## config.mk

```make
export PLATFORM = sky130hd
export DESIGN_NAME = bram_dmem_master
export DESIGN_NICKNAME = d
export VERILOG_FILES = /design/src/rtl/bram_dmem_master.sv
export SDC_FILE = /design/constraint.sdc
export NUM_CORES = 1
export LEC_CHECK = 0
export ABC_AREA = 1
export CAP_MARGIN = 5
export CORE_ASPECT_RATIO = 1.4
export CORE_UTILIZATION = 48
export DETAILED_ROUTE_END_ITERATION = 8
export HOLD_SLACK_MARGIN = 0.15
export PLACE_DENSITY = 0.92
export RECOVER_POWER = 50
export SETUP_SLACK_MARGIN = 0.5
export SKIP_CTS_REPAIR_TIMING = 1
export SLEW_MARGIN = 20
export SYNTH_ARGS = -nofsm -noshare
export SYNTH_HDL_FRONTEND = slang
export SYNTH_SLANG_ARGS = --single-unit
```

## constraint.sdc

```tcl
create_clock -name clkb -period 7.9 [get_ports clkb]
set_clock_uncertainty 0.05 [all_clocks]
set_input_delay 0.79 -clock clkb [delete_from_list [all_inputs] [get_ports clkb]]
set_output_delay 0.79 -clock clkb [all_outputs]
set_load 0.03 [all_outputs]
```

## src/rtl/bram_dmem_master.sv

```systemverilog
// Single-outstanding load/store master driving one 32-bit BRAM port (byte-lane writes, 1-cycle read).
// Optional: define BRAM_DMEM_MASTER_MISALIGN_CHECK_EN to reject misaligned half/word accesses.
`timescale 1ns/1ps
module bram_dmem_master #(
   parameter int unsigned MEM_DEPTH = 1096
) (
   input  logic        clkb,
   input  logic        rstb,
   input  logic        req_valid,
   output logic        req_ready,
   input  logic        req_we,
   input  logic [1:0]  req_size,
   input  logic        req_unsigned,
   input  logic [31:0] req_addr,
   input  logic [31:0] req_wdata,
   output logic        rsp_valid,
   input  logic        rsp_ready,
   output logic [31:0] rsp_rdata,
   output logic        rsp_err,
   output logic        enb,
   output logic [3:0]  web,
   output logic [31:0] addrb,
   output logic [31:0] dinb,
   input  logic [31:0] doutb,
   input  logic        rstb_busy
);
   typedef enum logic [1:0] {S_IDLE, S_ISSUE, S_DATA, S_RESP} state_t;
   localparam logic [1:0]  SZ_BYTE = 2'b00;
   localparam logic [1:0]  SZ_HALF = 2'b01;
   localparam logic [1:0]  SZ_WORD = 2'b10;
   localparam logic [31:0] DEPTH   = 32'(MEM_DEPTH);

   state_t      state_q;
   logic        we_q, uns_q;
   logic [1:0]  size_q, lane_q;
   logic        rsp_valid_q, rsp_err_q, enb_q;
   logic [3:0]  web_q;
   logic [31:0] addrb_q, dinb_q, rdata_q;

   logic        accept, req_err, misalign;
   logic [3:0]  web_d;
   logic [31:0] dinb_d, rdata_d;
   logic [7:0]  byte_sel;
   logic [15:0] half_sel;

   // Reset gating keeps req_ready low while rstb is held, even though state already reads IDLE.
   assign req_ready = (state_q == S_IDLE) && !rstb_busy && !rstb;
   assign accept    = req_valid && req_ready;

`ifdef BRAM_DMEM_MASTER_MISALIGN_CHECK_EN
   assign misalign = ((req_size == SZ_HALF) && req_addr[0]) ||
                     ((req_size == SZ_WORD) && (req_addr[1:0] != 2'b00));
`else
   assign misalign = 1'b0;
`endif

   assign req_err = (req_size == 2'b11) || ({2'b00, req_addr[31:2]} >= DEPTH) || misalign;

   always_comb begin
      web_d  = '0;
      dinb_d = '0;
      if (req_we) begin
         case (req_size)
            SZ_BYTE: begin
               web_d  = 4'b0001 << req_addr[1:0];
               dinb_d = {4{req_wdata[7:0]}};
            end
            SZ_HALF: begin
               web_d  = req_addr[1] ? 4'b1100 : 4'b0011;
               dinb_d = {2{req_wdata[15:0]}};
            end
            SZ_WORD: begin
               web_d  = 4'b1111;
               dinb_d = req_wdata;
            end
            default: ;
         endcase
      end
   end

   always_comb begin
      byte_sel = doutb[{lane_q, 3'b000} +: 8];
      half_sel = doutb[{lane_q[1], 4'b0000} +: 16];
      case (size_q)
         SZ_BYTE: rdata_d = {{24{!uns_q && byte_sel[7]}}, byte_sel};
         SZ_HALF: rdata_d = {{16{!uns_q && half_sel[15]}}, half_sel};
         default: rdata_d = doutb;
      endcase
   end

   always_ff @(posedge clkb or posedge rstb) begin
      if (rstb) begin
         state_q     <= S_IDLE;
         we_q        <= 1'b0;
         uns_q       <= 1'b0;
         size_q      <= '0;
         lane_q      <= '0;
         rsp_valid_q <= 1'b0;
         rsp_err_q   <= 1'b0;
         rdata_q     <= '0;
         enb_q       <= 1'b0;
         web_q       <= '0;
         addrb_q     <= '0;
         dinb_q      <= '0;
      end else begin
         case (state_q)
            S_IDLE: begin
               if (accept) begin
                  we_q    <= req_we;
                  size_q  <= req_size;
                  uns_q   <= req_unsigned;
                  lane_q  <= req_addr[1:0];
                  rdata_q <= '0;
                  if (req_err) begin
                     rsp_err_q   <= 1'b1;
                     rsp_valid_q <= 1'b1;
                     state_q     <= S_RESP;
                  end else begin
                     rsp_err_q <= 1'b0;
                     enb_q     <= 1'b1;
                     web_q     <= web_d;
                     dinb_q    <= dinb_d;
                     addrb_q   <= {req_addr[31:2], 2'b00};
                     state_q   <= S_ISSUE;
                  end
               end
            end
            S_ISSUE: begin
               enb_q  <= 1'b0;
               web_q  <= '0;
               dinb_q <= '0;
               if (we_q) begin
                  rsp_valid_q <= 1'b1;
                  state_q     <= S_RESP;
               end else begin
                  state_q <= S_DATA;
               end
            end
            S_DATA: begin
               rdata_q     <= rdata_d;
               rsp_valid_q <= 1'b1;
               state_q     <= S_RESP;
            end
            S_RESP: begin
               if (rsp_ready) begin
                  rsp_valid_q <= 1'b0;
                  state_q     <= S_IDLE;
               end
            end
            default: state_q <= S_IDLE;
         endcase
      end
   end

   assign rsp_valid = rsp_valid_q;
   assign rsp_rdata = rdata_q;
   assign rsp_err   = rsp_err_q;
   assign enb       = enb_q;
   assign web       = web_q;
   assign addrb     = addrb_q;
   assign dinb      = dinb_q;

endmodule

```

After elaboration in Yosys (flattened, before gate mapping)
Cells that the tools add are included.
- reduce and logical (&&, ||, !) cells: 20
- magnitude comparators: 1
- shift operators: 3
- muxes and demuxes: 28
- equal/unequal tests: 12
- bitwise logic cells: 1
- operator list (operator ; number):
    32-bit one-hot mux with 2 select lines ; 3
    32-bit two-way mux ; 4
    32-bit one-hot mux with 3 select lines ; 1
    32-bit by 6-bit indexed part select with 16-bit output ; 1
    32-bit by 6-bit indexed part select with 8-bit output ; 1
    30-bit by 11-bit >= comparator with 1-bit output, second input constant ; 1
    4-bit two-way mux ; 4
    4-bit one-hot mux with 3 select lines ; 1
    2-bit inequality test, second input constant ; 5
    2-bit == test, second input constant ; 4
    1-bit two-way mux ; 8
    2-bit one-hot mux with 4 select lines ; 1
    4-bit one-hot mux with 2 select lines ; 1
    2-bit by 1-bit == test with 1-bit output, second input constant ; 3
    2-bit zero test ; 3
    2-bit two-way mux ; 3
    2-bit AND reduction ; 3
    3-bit AND reduction ; 2
    1-bit logical AND ; 5
    1-bit one-hot mux with 4 select lines ; 1
    4-bit AND reduction ; 1
    2-bit nonzero test ; 2
    1-bit by 2-bit left shift with 4-bit output, first input constant ; 1
    1-bit zero test ; 3
    other kinds (3) ; 3
- word-level logic and storage cells: 77
- input port bits: 105
- output and inout bits: 104
- register bits: 109

Logic depth before layout (Yosys ltp)
Gate-level depths: netlist of run 1.
- depth after elaboration: 6
- mapped depth: 12

Least setup slack after synthesis of run 1
No wires, ideal clock.
- path kind: input port to flip-flop
- start: in rstb
- end: reg dinb_q[0], in the netlist dinb[0]
- data arrival time: 4.363 ns
- stages: 8
- buffers on the path: 2
- path slack: 3.370 ns
- cells stage by stage: inv_1 nand3_1 inv_2 nand4_2 buf_4 buf_4 nand3_1 nand2_1
- longest elaborated chain between the ends: 5
- ends and longest elaborated chain (what ; RTL line ; text):
    from (decl) ; 8 ; input logic rstb,
    1-bit zero test (no line) ; -- ;
    1-bit logical AND ; 47 ; assign req_ready = (state_q == S_IDLE) && !rstb_busy && !rstb;
    1-bit logical AND ; 48 ; assign accept = req_valid && req_ready;
    2-bit inequality test (no line) ; -- ;
    3-bit AND reduction (no line) ; -- ;
    to (signal assigned) ; 122 ; dinb_q <= dinb_d;
    to (decl) ; 38 ; logic [31:0] addrb_q, dinb_q, rdata_q;
No other way between the ends.
A chain may end at the register's enable or synchronous reset.

Worst setup path in the final report of run 1
- start: in rstb
- end: reg web_q[2], in the netlist web[2]
- longest elaborated chain between the ends: 5
- ends and longest elaborated chain (what ; RTL line ; text):
    1-bit zero test (no line) ; -- ;
    1-bit logical AND ; 47 ;
    1-bit logical AND ; 48 ;
    2-bit inequality test (no line) ; -- ;
    3-bit AND reduction (no line) ; -- ;
    to (signal assigned) ; 121 ; web_q <= web_d;
    to (decl) ; 37 ; logic [3:0] web_q;
No other way between the ends.

==> results of run 1 <==
-- kinds of logic (layout without fill, tap and decap cells) --
group / after synthesis / count (layout)
mux: 7 / 7
fa+ha+maj: 5 / 5
other cells: 1 / 2
compound gates: 68 / 68
flops: 109 / 109
simple gates: 464 / 464
buf+inv: 111 / 296
-- registers in the layout (all words and copies together), names as in the netlist, 2 cells and up --
name       count
addrb         30
rsp_rdata     32
size_q         2
state_q        2
lane_q         2
web            4
dinb          32
-- cell type report --
| class | instances | area (sq um) |
|---|---|---|
| well taps | 144 | 180.2 |
| clock inverters | 6 | 68.82 |
| flip-flops and latches | 109 | 2728 |
| clock buffers | 10 | 239.0 |
| inverters | 69 | 260.3 |
| fillers | 902 | 3366 |
| repair buffers | 211 | 2103 |
| multi-input cells | 546 | 2451 |
-- where the power goes --
part / internal [mW] / total [mW] / switching [mW]
logic: 0.459 / 1.23 / 0.774
clock network: 0.257 / 0.468 / 0.211
registers: 0.712 / 0.838 / 0.126
total: 1.43 / 2.54 / 1.11
-- routing by layer --
layer / global-route usage (%) / wire length, um / up-vias
met3: 4.429 / 1086 / 46
met4: 14.66 / 678 / 0
met2: 48.62 / 8435 / 279
met5: 0 / 0 / -
li1: - / - / 2760
met1: 32.38 / 6125 / 2625
-- worst paths after layout --
check	cells after the start	end	slack, ns
setup reg to reg	10	web[2]$_DFFE_PP0P_	4.10
min in group asynchronous	2	addrb[6]$_DFFE_PP0P_	1.03
hold reg to reg	2	addrb[25]$_DFFE_PP0P_	0.41
setup / recovery	8	web[2]$_DFFE_PP0P_	3.35
max in group asynchronous	3	dinb[16]$_DFFE_PP0P_	5.48
hold / removal	2	addrb[25]$_DFFE_PP0P_	0.41
-- worst reg2reg max path, delay by kind of cell, from the launching register on --
kind | cells | cell delay [ns]
fa+ha+maj | 1 | 0.33
buf+inv | 3 | 0.56
simple gates | 6 | 2.38
flops | 1 | 0.41
-- through the flow --
stage | hold WS, ns | util, % | instance area (sq um) | cells
detailed placement | 0.4013 | 67.72 | 7717 | 1079
global placement | 0.3984 | 67.72 | 7717 | 1079
floorplan | 0.4134 | - | 5639 | 766
CTS | 0.4210 | 70.42 | 8025 | 1095
finish | 0.4114 | 70.47 | 8030 | 1095
global route | 0.4357 | 70.47 | 8030 | 1095
-- synth_stat cells --
library cell,instances,area (sq um)
sky130_fd_sc_hd__nor2_1,67,251.5
sky130_fd_sc_hd__o21ai_1,13,65.06
sky130_fd_sc_hd__o221ai_1,7,61.31
sky130_fd_sc_hd__buf_2,10,50.05
sky130_fd_sc_hd__nor3_1,11,55.05
sky130_fd_sc_hd__nor2_2,1,6.260
sky130_fd_sc_hd__o21ai_0,29,145.1
sky130_fd_sc_hd__nand2_1,287,1077
sky130_fd_sc_hd__clkinv_1,1,3.750
sky130_fd_sc_hd__a21oi_1,12,60.06
sky130_fd_sc_hd__a22o_1,1,8.760
sky130_fd_sc_hd__nand4_2,1,12.51
sky130_fd_sc_hd__a211oi_1,1,7.510
sky130_fd_sc_hd__a21oi_2,1,8.760
sky130_fd_sc_hd__nand3_1,75,375.4
sky130_fd_sc_hd__nand2_2,2,12.51
sky130_fd_sc_hd__clkbuf_1,19,71.32
sky130_fd_sc_hd__mux2i_1,7,70.07
sky130_fd_sc_hd__or2_2,17,106.4
sky130_fd_sc_hd__inv_2,2,7.510
sky130_fd_sc_hd__conb_1,1,3.750
sky130_fd_sc_hd__ha_1,5,62.56
sky130_fd_sc_hd__inv_1,66,247.7
sky130_fd_sc_hd__o21a_1,2,15.01
sky130_fd_sc_hd__a22oi_1,1,7.510
sky130_fd_sc_hd__buf_1,4,15.01
sky130_fd_sc_hd__nand3_2,2,20.02
sky130_fd_sc_hd__buf_4,9,67.56
sky130_fd_sc_hd__o22ai_1,1,6.260
sky130_fd_sc_hd__nand4_1,1,6.260
sky130_fd_sc_hd__dfrtp_1,109,2728
==> impl_metrics.prom, run 1 <==
# TYPE chip_impl_metric gauge
chip_impl_metric{name="ir_drop",unit="mV"} 0.1733
chip_impl_metric{name="cts.reportedPaths.clkPinSlew",unit="ns"} 0.07
chip_impl_info{name="min-delay-path-class",value="flip-flop to flip-flop"} 1
chip_impl_metric{name="drc",unit=""} 0
chip_impl_info{name="critical_path.endpoint_type",value="flip-flop"} 1
chip_impl_metric{name="initialDrtViolationCount",unit=""} 403
chip_impl_metric{name="total_leakage_power",unit="nW"} 4.157
chip_impl_metric{name="number_of_maximum_capacitance_violations",unit=""} 0
chip_impl_info{name="regToRegStartpoint",value="state_q[0]$_DFFE_PP0P_"} 1
chip_impl_metric{name="grt_pass1_wl",unit="mm"} 26.01
chip_impl_info{name="grt_setup_unrepaired",value="false"} 1
chip_impl_metric{name="worst_slew_slack_as_a_fraction_of_its_limit",unit="%"} 29.90
chip_impl_info{name="synth_top_family_by_area",value="simple AND/OR/NAND/NOR gates"} 1
chip_impl_metric{name="post-dp-hpwl",unit="mm"} 11.89
chip_impl_metric{name="core_area",unit="sq mm"} 0.01140
chip_impl_metric{name="die_outline_area",unit="sq mm"} 0.01218
chip_impl_metric{name="numClockSinks",unit=""} 109
chip_impl_info{name="cts_root_buffer",value="sky130_fd_sc_hd__clkbuf_16"} 1
chip_impl_metric{name="synth_compound_gate_area_share",unit="%"} 6.838
chip_impl_metric{name="report.final.slew_viol_count",unit=""} 0
chip_impl_info{name="leading_cell_type_in_the_layout_fill_and_taps_excluded",value="sky130_fd_sc_hd__nand2_1"} 1
chip_impl_metric{name="post_synth_instance_area",unit="sq mm"} 0.005635
chip_impl_info{name="dominant_cell_type_by_count_on_the_critical_path",value="sky130_fd_sc_hd__nand2_1"} 1
chip_impl_metric{name="initial_utilization",unit="%"} 49.45
chip_impl_metric{name="io-pin-count",unit=""} 209
chip_impl_metric{name="pin_count_of_the_biggest_net_entering_global_routing",unit=""} 90
chip_impl_metric{name="ctsHtreeMaxLevel",unit=""} 3
chip_impl_metric{name="setup_total_negative_slack",unit="ns"} 0
chip_impl_info{name="library_cell_contributing_the_largest_single_delay_on_the_critical_path",value="sky130_fd_sc_hd__clkinvlp_2"} 1
chip_impl_metric{name="via_count_of_the_first_global_routing_pass",unit=""} 5469
chip_impl_metric{name="clock_insertion_delay_worst_skew",unit="ns"} 0.34
chip_impl_metric{name="arrival",unit="ns"} 4.73
chip_impl_metric{name="post_layout_minimum_cycle_time",unit="ns"} 4.549
chip_impl_metric{name="p_total",unit="mW"} 2.538
chip_impl_metric{name="die_ht",unit="um"} 130.2
chip_impl_metric{name="grt_antenna_before_repair",unit=""} 0
chip_impl_info{name="worst_path_dominant_cell_family",value="simple AND/OR/NAND/NOR gates"} 1
chip_impl_info{name="worst_setup_path_start_kind",value="input port"} 1
chip_impl_metric{name="seq_total_area_yosys",unit="%"} 48.40
chip_impl_metric{name="worst_path_largest_cell_delay",unit="ns"} 0.78
chip_impl_metric{name="finalWorstSetupSlack",unit="ns"} 3.351
chip_impl_info{name="status",value="finished clean"} 1
chip_impl_metric{name="place.gp.congestion",unit=""} 0.9185
chip_impl_metric{name="synth_cell_types",unit=""} 31
chip_impl_metric{name="inserted_clock_buffers",unit=""} 9
chip_impl_metric{name="finalSetupViolCount",unit=""} 0
chip_impl_metric{name="detail_route.wirelength",unit="mm"} 16.33
chip_impl_metric{name="clk_path_buf_depth",unit=""} 2
chip_impl_metric{name="synthesis.area_per_instance",unit="sq um"} 7.367
chip_impl_info{name="tritoncts",value="done"} 1
chip_impl_metric{name="final-hold-violation-count",unit=""} 0
chip_impl_info{name="crit_path_start",value="rstb"} 1
chip_impl_metric{name="adder_cell_share_of_the_synthesized_area",unit="%"} 1.110
chip_impl_metric{name="grt_overflow",unit=""} 0
chip_impl_metric{name="achievable-frequency",unit="GHz"} 0.2198
chip_impl_metric{name="critical_path_required",unit="ns"} 8.08
chip_impl_metric{name="post_synth_inst_count",unit=""} 765
chip_impl_metric{name="io_buffers",unit=""} 206
chip_impl_metric{name="post-route-period-util",unit="%"} 57.58
chip_impl_metric{name="final_layout_size_suffix_gt1_share",unit="%"} 5.047
chip_impl_metric{name="yosys_warnings",unit=""} 0
chip_impl_metric{name="worstMarginPinSlew",unit="ns"} 1.048
chip_impl_metric{name="synth.area.mux_share",unit="%"} 1.243
chip_impl_metric{name="num-nets-final",unit=""} 1056
chip_impl_metric{name="antenna_cells",unit=""} 0
chip_impl_metric{name="number_of_nets_with_antenna_violations_after_detailed_routing",unit=""} 0
chip_impl_metric{name="ys_seq_elements",unit=""} 109
chip_impl_metric{name="p_per_area",unit="mW/mm^2"} 316.1
chip_impl_metric{name="syn_to_final_growth",unit="%"} 42.50
chip_impl_metric{name="first_pass_iters",unit=""} 5
chip_impl_info{name="worstSetupPathType",value="input port to flip-flop"} 1
chip_impl_info{name="holdCritStartpoint",value="addrb[25]$_DFFE_PP0P_"} 1
chip_impl_metric{name="path_max_fanout",unit=""} 38
chip_impl_metric{name="drt-vias-per-instance",unit=""} 5.215
chip_impl_metric{name="floorplan.rows",unit=""} 46
chip_impl_metric{name="synth_simple_gate_area_share",unit="%"} 34.13
chip_impl_metric{name="dieWidth",unit="um"} 93.58
chip_impl_metric{name="gr-usage-all-layers",unit="%"} 27.67
chip_impl_metric{name="post_synth_xor_area_fraction",unit="%"} 0
chip_impl_info{name="mostFrequentLayoutCells",value="287 x sky130_fd_sc_hd__nand2_1, 160 x sky130_fd_sc_hd__clkdlybuf4s50_1, 109 x sky130_fd_sc_hd__dfrtp_1, 75 x sky130_fd_sc_hd__nand3_1"} 1
chip_impl_metric{name="vias",unit=""} 5710
chip_impl_metric{name="timing.critical_path.buf_inv",unit=""} 3
chip_impl_metric{name="avgRoutedWirePerCell",unit="um"} 14.91
chip_impl_info{name="critical_path.cell_chain",value="dlygate4sd3_1 -> clkinvlp_2 -> nand3_1 -> inv_1 -> nand4_2 -> nand2_2 -> nand2_1 -> nand2_1"} 1
chip_impl_metric{name="minimum_setup_slack_after_placement",unit="ns"} 3.647
Note: power is estimated with default switching activity, not from simulation.
==> run 2: changes to the inputs <==
CORE_UTILIZATION = 45   (was 48)
PLACE_DENSITY = 0.87   (was 0.92)
clock period = 4.6 ns   (was 7.9 ns; I/O delays follow)
==> impl_metrics.prom, run 2 (synthesis results as in run 1) <==
# TYPE chip_impl_metric gauge
chip_impl_info{name="status",value="finished clean"} 1
chip_impl_metric{name="final_layout_size_suffix_gt1_share",unit="%"} 5.136
chip_impl_metric{name="clock_insertion_delay_worst_skew",unit="ns"} 0.34
chip_impl_metric{name="setup_total_negative_slack",unit="ns"} 0
chip_impl_metric{name="timing.critical_path.buf_inv",unit=""} 4
chip_impl_metric{name="drc",unit=""} 0
chip_impl_metric{name="first_pass_iters",unit=""} 7
chip_impl_info{name="cts_root_buffer",value="sky130_fd_sc_hd__clkbuf_16"} 1
chip_impl_info{name="crit_path_start",value="state_q[0]$_DFFE_PP0P_"} 1
chip_impl_metric{name="detail_route.wirelength",unit="mm"} 16.20
chip_impl_metric{name="via_count_of_the_first_global_routing_pass",unit=""} 5383
chip_impl_metric{name="post-dp-hpwl",unit="mm"} 11.82
chip_impl_metric{name="worst-r2r-cell-count",unit=""} 11
chip_impl_info{name="worst_path_dominant_cell_family",value="simple AND/OR/NAND/NOR gates"} 1
chip_impl_metric{name="grt_overflow",unit=""} 0
chip_impl_metric{name="p_per_area",unit="mW/mm^2"} 528.6
chip_impl_metric{name="total_leakage_power",unit="nW"} 4.299
chip_impl_metric{name="gr-usage-all-layers",unit="%"} 25.64
chip_impl_info{name="critical_path.endpoint_type",value="flip-flop"} 1
chip_impl_metric{name="path_max_fanout",unit=""} 38
chip_impl_metric{name="p_total",unit="mW"} 4.247
chip_impl_metric{name="initialDrtViolationCount",unit=""} 252
chip_impl_metric{name="syn_to_final_growth",unit="%"} 42.56
chip_impl_metric{name="io-pin-count",unit=""} 209
chip_impl_metric{name="cts.reportedPaths.clkPinSlew",unit="ns"} 0.08
chip_impl_metric{name="critical_path_required",unit="ns"} 4.84
chip_impl_metric{name="drt-vias-per-instance",unit=""} 5.123
chip_impl_metric{name="finalSetupViolCount",unit=""} 0
chip_impl_info{name="critical_path.endpoint",value="dinb[26]$_DFFE_PP0P_"} 1
chip_impl_metric{name="place.gp.congestion",unit=""} 0.9159
chip_impl_metric{name="final-hold-violation-count",unit=""} 0
chip_impl_metric{name="ctsHtreeMaxLevel",unit=""} 3
chip_impl_info{name="tritoncts",value="done"} 1
chip_impl_info{name="critical_path.cell_chain",value="inv_1 -> ha_1 -> inv_1 -> nor2_2 -> nand3_1 -> inv_1 -> nand4_2 -> buf_4 -> nand2_2 -> nand2_1 -> nand2_1"} 1
chip_impl_metric{name="achievable-frequency",unit="GHz"} 0.3322
chip_impl_metric{name="num-nets-final",unit=""} 1059
chip_impl_metric{name="floorplan.rows",unit=""} 48
chip_impl_metric{name="worst-r2r-setup-slack",unit="ns"} 1.59
chip_impl_metric{name="antenna_cells",unit=""} 0
chip_impl_metric{name="grt_pass1_wl",unit="mm"} 25.79
chip_impl_info{name="regToRegStartpoint",value="state_q[0]$_DFFE_PP0P_"} 1
chip_impl_info{name="mostFrequentLayoutCells",value="287 x sky130_fd_sc_hd__nand2_1, 109 x sky130_fd_sc_hd__dfrtp_1, 104 x sky130_fd_sc_hd__clkdlybuf4s50_1, 102 x sky130_fd_sc_hd__dlygate4sd3_1, 75 x sky130_fd_sc_hd__nand3_1"} 1
chip_impl_info{name="regToRegEndpoint",value="dinb[26]$_DFFE_PP0P_"} 1
chip_impl_metric{name="numClockSinks",unit=""} 109
chip_impl_metric{name="number_of_nets_with_antenna_violations_after_detailed_routing",unit=""} 0
chip_impl_metric{name="cp.depth",unit=""} 11
chip_impl_metric{name="initial_utilization",unit="%"} 46.00
chip_impl_metric{name="post-route-period-util",unit="%"} 65.43
chip_impl_metric{name="worst_slew_slack_as_a_fraction_of_its_limit",unit="%"} 1.519
chip_impl_info{name="worst_setup_path_start_kind",value="flip-flop"} 1
chip_impl_metric{name="grt_antenna_before_repair",unit=""} 0
chip_impl_metric{name="post_layout_minimum_cycle_time",unit="ns"} 3.010
chip_impl_metric{name="worst_path_largest_cell_delay",unit="ns"} 0.56
chip_impl_metric{name="ir_drop",unit="mV"} 0.2728
chip_impl_info{name="library_cell_contributing_the_largest_single_delay_on_the_critical_path",value="sky130_fd_sc_hd__nand2_2"} 1
chip_impl_info{name="leading_cell_type_in_the_layout_fill_and_taps_excluded",value="sky130_fd_sc_hd__nand2_1"} 1
chip_impl_metric{name="worstMarginPinSlew",unit="ns"} 1.477
chip_impl_metric{name="dieWidth",unit="um"} 96.58
chip_impl_info{name="worstSetupPathType",value="flip-flop to flip-flop"} 1
chip_impl_metric{name="avgRoutedWirePerCell",unit="um"} 14.67
chip_impl_metric{name="io_buffers",unit=""} 206
chip_impl_info{name="min-delay-path-class",value="flip-flop to flip-flop"} 1
chip_impl_metric{name="report.final.slew_viol_count",unit=""} 0
chip_impl_metric{name="clk_path_buf_depth",unit=""} 2
chip_impl_metric{name="vias",unit=""} 5656
chip_impl_metric{name="die_ht",unit="um"} 134.4
chip_impl_info{name="dominant_cell_type_by_count_on_the_critical_path",value="sky130_fd_sc_hd__inv_1"} 1
chip_impl_metric{name="die_outline_area",unit="sq mm"} 0.01298
chip_impl_metric{name="arrival",unit="ns"} 3.25
chip_impl_metric{name="fraction_of_the_core_area_covered_by_cells_at_the_end_of_the_flow",unit="%"} 65.57
chip_impl_metric{name="pin_count_of_the_biggest_net_entering_global_routing",unit=""} 61
chip_impl_info{name="holdCritStartpoint",value="addrb[25]$_DFFE_PP0P_"} 1
chip_impl_metric{name="number_of_maximum_capacitance_violations",unit=""} 0
chip_impl_metric{name="inserted_clock_buffers",unit=""} 9
chip_impl_metric{name="core_area",unit="sq mm"} 0.01225
chip_impl_info{name="grt_setup_unrepaired",value="false"} 1
-- run 2: how the worst min path moves through the flow --
| stage | endpoint | cells past startpoint | slack [ns] |
|---|---|---|---|
| after floorplan | we_q$_DFFE_PP0P_ | 2 | 0.41 |
| after global placement | addrb[30]$_DFFE_PP0P_ | 2 | 0.40 |
| after detailed placement | addrb[20]$_DFFE_PP0P_ | 2 | 0.40 |
| after CTS | addrb[25]$_DFFE_PP0P_ | 2 | 0.42 |
| after global routing | addrb[20]$_DFFE_PP0P_ | 2 | 0.43 |
| final | addrb[25]$_DFFE_PP0P_ | 2 | 0.41 |
-- run 2: area by class of cell --
cell class                 count  area [sq um]
fill                        1053          4218
sequential                   109          2728
multi-input combinational    546          2451
timing repair buffer         214          2120
inverter                      69         262.8
clock buffer                  10         229.0
tap                          150         187.7
clock inverter                 6         56.30
-- run 2: metrics by stage --
step	cells	setup WS (ns)	instance area, sq um	hold slack [ns]
finish	1104	1.590	8034	0.4087
floorplan	766	1.216	5643	0.4134
detailed placement	1088	1.549	7749	0.4005
CTS	1104	1.656	8034	0.4212
global route	1104	1.309	8034	0.4332
global placement	1088	1.612	7749	0.3977
-- run 2: worst reg2reg max path, cell delays in order (launching register included) --
cell                      delay [ns]
sky130_fd_sc_hd__dfrtp_1        0.41
sky130_fd_sc_hd__inv_1          0.15
sky130_fd_sc_hd__ha_1           0.33
sky130_fd_sc_hd__inv_1          0.13
sky130_fd_sc_hd__nor2_2         0.09
sky130_fd_sc_hd__nand3_1        0.31
sky130_fd_sc_hd__inv_1          0.31
sky130_fd_sc_hd__nand4_2        0.12
sky130_fd_sc_hd__buf_4          0.28
sky130_fd_sc_hd__nand2_2        0.56
sky130_fd_sc_hd__nand2_1        0.14
sky130_fd_sc_hd__nand2_1        0.09
-- run 2: report_power, final --
group | leakage, nW | total [mW] | internal [mW] | switching [mW]
logic | 2.72 | 2.08 | 0.741 | 1.33
registers | 1.44 | 1.42 | 1.22 | 0.199
clock network | 0.137 | 0.750 | 0.379 | 0.372
-- run 2: per-layer routing --
metal,up-vias,global-route usage (%),share of wire (%)
li1,2765,-,-
met3,43,5.329,6.8
met2,242,44.91,51
met4,0,9.722,3.3
met5,-,0,0
met1,2606,30.09,39
==> run 3: changes to the inputs <==
clock period = 3.14 ns   (was 4.6 ns; I/O delays follow)
==> impl_metrics.prom, run 3 (synthesis results as in run 1) <==
# TYPE chip_impl_metric gauge
chip_impl_info{name="leading_cell_type_in_the_layout_fill_and_taps_excluded",value="sky130_fd_sc_hd__nand2_1"} 1
chip_impl_info{name="mostFrequentLayoutCells",value="286 x sky130_fd_sc_hd__nand2_1, 109 x sky130_fd_sc_hd__dfrtp_1, 104 x sky130_fd_sc_hd__clkdlybuf4s50_1, 102 x sky130_fd_sc_hd__dlygate4sd3_1, 74 x sky130_fd_sc_hd__nand3_1"} 1
chip_impl_metric{name="clk_path_buf_depth",unit=""} 2
chip_impl_metric{name="post_layout_minimum_cycle_time",unit="ns"} 2.631
chip_impl_metric{name="critical_path_required",unit="ns"} 3.32
chip_impl_info{name="worstSetupPathType",value="flip-flop to flip-flop"} 1
chip_impl_metric{name="nFillCells",unit=""} 1056
chip_impl_metric{name="worst-r2r-cell-count",unit=""} 10
chip_impl_info{name="regToRegStartpoint",value="state_q[0]$_DFFE_PP0P_"} 1
chip_impl_metric{name="arrival",unit="ns"} 2.81
chip_impl_metric{name="antenna_cells",unit=""} 0
chip_impl_metric{name="worst-r2r-setup-slack",unit="ns"} 0.51
chip_impl_metric{name="via_count_of_the_first_global_routing_pass",unit=""} 5399
chip_impl_metric{name="finalSetupViolCount",unit=""} 0
chip_impl_metric{name="clock_insertion_delay_worst_skew",unit="ns"} 0.34
chip_impl_info{name="min-delay-path-class",value="flip-flop to flip-flop"} 1
chip_impl_metric{name="total_leakage_power",unit="nW"} 4.326
chip_impl_metric{name="final_layout_size_suffix_gt1_share",unit="%"} 5.735
chip_impl_info{name="cts_root_buffer",value="sky130_fd_sc_hd__clkbuf_16"} 1
chip_impl_metric{name="dieWidth",unit="um"} 96.58
chip_impl_info{name="regToRegEndpoint",value="dinb[14]$_DFFE_PP0P_"} 1
chip_impl_metric{name="p_per_area",unit="mW/mm^2"} 772.6
chip_impl_metric{name="instances_no_fill",unit=""} 1109
chip_impl_info{name="crit_path_start",value="state_q[0]$_DFFE_PP0P_"} 1
chip_impl_info{name="critical_path.endpoint_type",value="flip-flop"} 1
chip_impl_metric{name="finalWorstSetupSlack",unit="ns"} 0.5094
chip_impl_info{name="grt_setup_unrepaired",value="true"} 1
chip_impl_metric{name="gr-usage-all-layers",unit="%"} 26.25
chip_impl_metric{name="die_outline_area",unit="sq mm"} 0.01298
chip_impl_metric{name="worst_slew_slack_as_a_fraction_of_its_limit",unit="%"} 27.72
chip_impl_metric{name="die_ht",unit="um"} 134.4
chip_impl_metric{name="cts.reportedPaths.clkPinSlew",unit="ns"} 0.08
chip_impl_info{name="tritoncts",value="done"} 1
chip_impl_metric{name="first_pass_iters",unit=""} 5
chip_impl_metric{name="ir_drop",unit="mV"} 0.4477
chip_impl_metric{name="report.final.slew_viol_count",unit=""} 0
chip_impl_metric{name="drt-vias-per-instance",unit=""} 5.087
chip_impl_metric{name="pin_count_of_the_biggest_net_entering_global_routing",unit=""} 67
chip_impl_metric{name="detail_route.wirelength",unit="mm"} 16.51
chip_impl_metric{name="placed_cells",unit=""} 1093
chip_impl_metric{name="place.gp.congestion",unit=""} 0.9130
chip_impl_metric{name="post-route-period-util",unit="%"} 83.78
chip_impl_metric{name="number_of_maximum_capacitance_violations",unit=""} 0
chip_impl_metric{name="core_area",unit="sq mm"} 0.01225
chip_impl_metric{name="vias",unit=""} 5642
chip_impl_metric{name="grt_pass1_wl",unit="mm"} 26.28
chip_impl_metric{name="numClockSinks",unit=""} 109
chip_impl_info{name="critical_path.endpoint",value="dinb[14]$_DFFE_PP0P_"} 1
chip_impl_metric{name="worstMarginPinSlew",unit="ns"} 1.084
chip_impl_metric{name="floorplan.rows",unit=""} 48
chip_impl_info{name="status",value="finished clean"} 1
chip_impl_metric{name="achievable-frequency",unit="GHz"} 0.3801
chip_impl_metric{name="post-dp-hpwl",unit="mm"} 12.34
chip_impl_metric{name="setup_total_negative_slack",unit="ns"} 0
chip_impl_metric{name="inserted_clock_buffers",unit=""} 9
chip_impl_metric{name="minimum_setup_slack_after_placement",unit="ns"} 0.4583
chip_impl_metric{name="drc",unit=""} 0
chip_impl_metric{name="initial_utilization",unit="%"} 46.00
chip_impl_metric{name="grt_antenna_before_repair",unit=""} 0
chip_impl_metric{name="num-nets-final",unit=""} 1064
chip_impl_metric{name="grt_overflow",unit=""} 0
chip_impl_metric{name="initialDrtViolationCount",unit=""} 229
chip_impl_metric{name="timing.hold.ws",unit="ns"} 0.4126
chip_impl_metric{name="path_max_fanout",unit=""} 22
chip_impl_metric{name="io-pin-count",unit=""} 209
chip_impl_metric{name="ctsHtreeMaxLevel",unit=""} 3
chip_impl_info{name="worst_setup_path_start_kind",value="flip-flop"} 1
chip_impl_metric{name="final-hold-violation-count",unit=""} 0
chip_impl_metric{name="fraction_of_the_core_area_covered_by_cells_at_the_end_of_the_flow",unit="%"} 66.05
chip_impl_metric{name="number_of_nets_with_antenna_violations_after_detailed_routing",unit=""} 0
chip_impl_metric{name="avgRoutedWirePerCell",unit="um"} 14.89
chip_impl_metric{name="syn_to_final_growth",unit="%"} 43.61
chip_impl_metric{name="io_buffers",unit=""} 206
==> run 3: worst min-delay path by stage <==
stage	from	to	slack (ns)	cells after the start
5_1_grt	addrb[21]$_DFFE_PP0P_	addrb[21]$_DFFE_PP0P_	0.43	2
6_report	addrb[21]$_DFFE_PP0P_	addrb[21]$_DFFE_PP0P_	0.41	2
3_3_place_gp	addrb[21]$_DFFE_PP0P_	addrb[21]$_DFFE_PP0P_	0.40	2
4_1_cts	addrb[14]$_DFFE_PP0P_	addrb[14]$_DFFE_PP0P_	0.42	2
3_5_place_dp	addrb[14]$_DFFE_PP0P_	addrb[14]$_DFFE_PP0P_	0.40	2
2_1_floorplan	req_unsigned	uns_q$_DFFE_PP0P_	0.38	2
==> run 3: routing by layer <==
layer	vias to the layer above	share of wire [%]	global-route usage [%]
met1	2578	39	31.69
met4	0	3.5	12.09
met2	248	52	45.03
met5	-	0	0
met3	43	6.3	4.025
li1	2773	-	-
==> run 3: final cells by class <==
| type | count | area, sq um | share of cell area (%) |
|---|---|---|---|
| clock buffer | 10 | 229.0 | 2.829 |
| multi-input combinational | 546 | 2479 | 30.63 |
| sequential | 109 | 2728 | 33.70 |
| clock inverter | 6 | 53.80 | 0.6648 |
| tap | 150 | 187.7 | 2.319 |
| timing repair buffer | 219 | 2153 | 26.61 |
| inverter | 69 | 262.8 | 3.247 |
==> run 3: critical path, stage by stage (launching register included) <==
cell and delay (ns):
sky130_fd_sc_hd__dfrtp_1 0.41, sky130_fd_sc_hd__inv_1 0.16, sky130_fd_sc_hd__ha_1 0.39, sky130_fd_sc_hd__inv_2 0.09, sky130_fd_sc_hd__nor2_2 0.08, sky130_fd_sc_hd__nand3_1 0.22, sky130_fd_sc_hd__inv_1 0.31, sky130_fd_sc_hd__nand4_4 0.31
sky130_fd_sc_hd__buf_4 0.33, sky130_fd_sc_hd__nand3_1 0.09, sky130_fd_sc_hd__nand2_1 0.07
==> run 3: stage by stage <==
step           instance area, sq um  power (mW)
5_1_grt                        8093       6.674
3_5_place_dp                   7811       5.297
3_3_place_gp                   7811       5.235
4_1_cts                        8094       6.408
6_report                       8093       6.252
2_1_floorplan                  5729       4.155
==> run 3: power breakdown <==
part           switching, mW  internal, mW
sequential             0.234          1.79
clock                  0.541         0.555
combinational           2.02          1.11
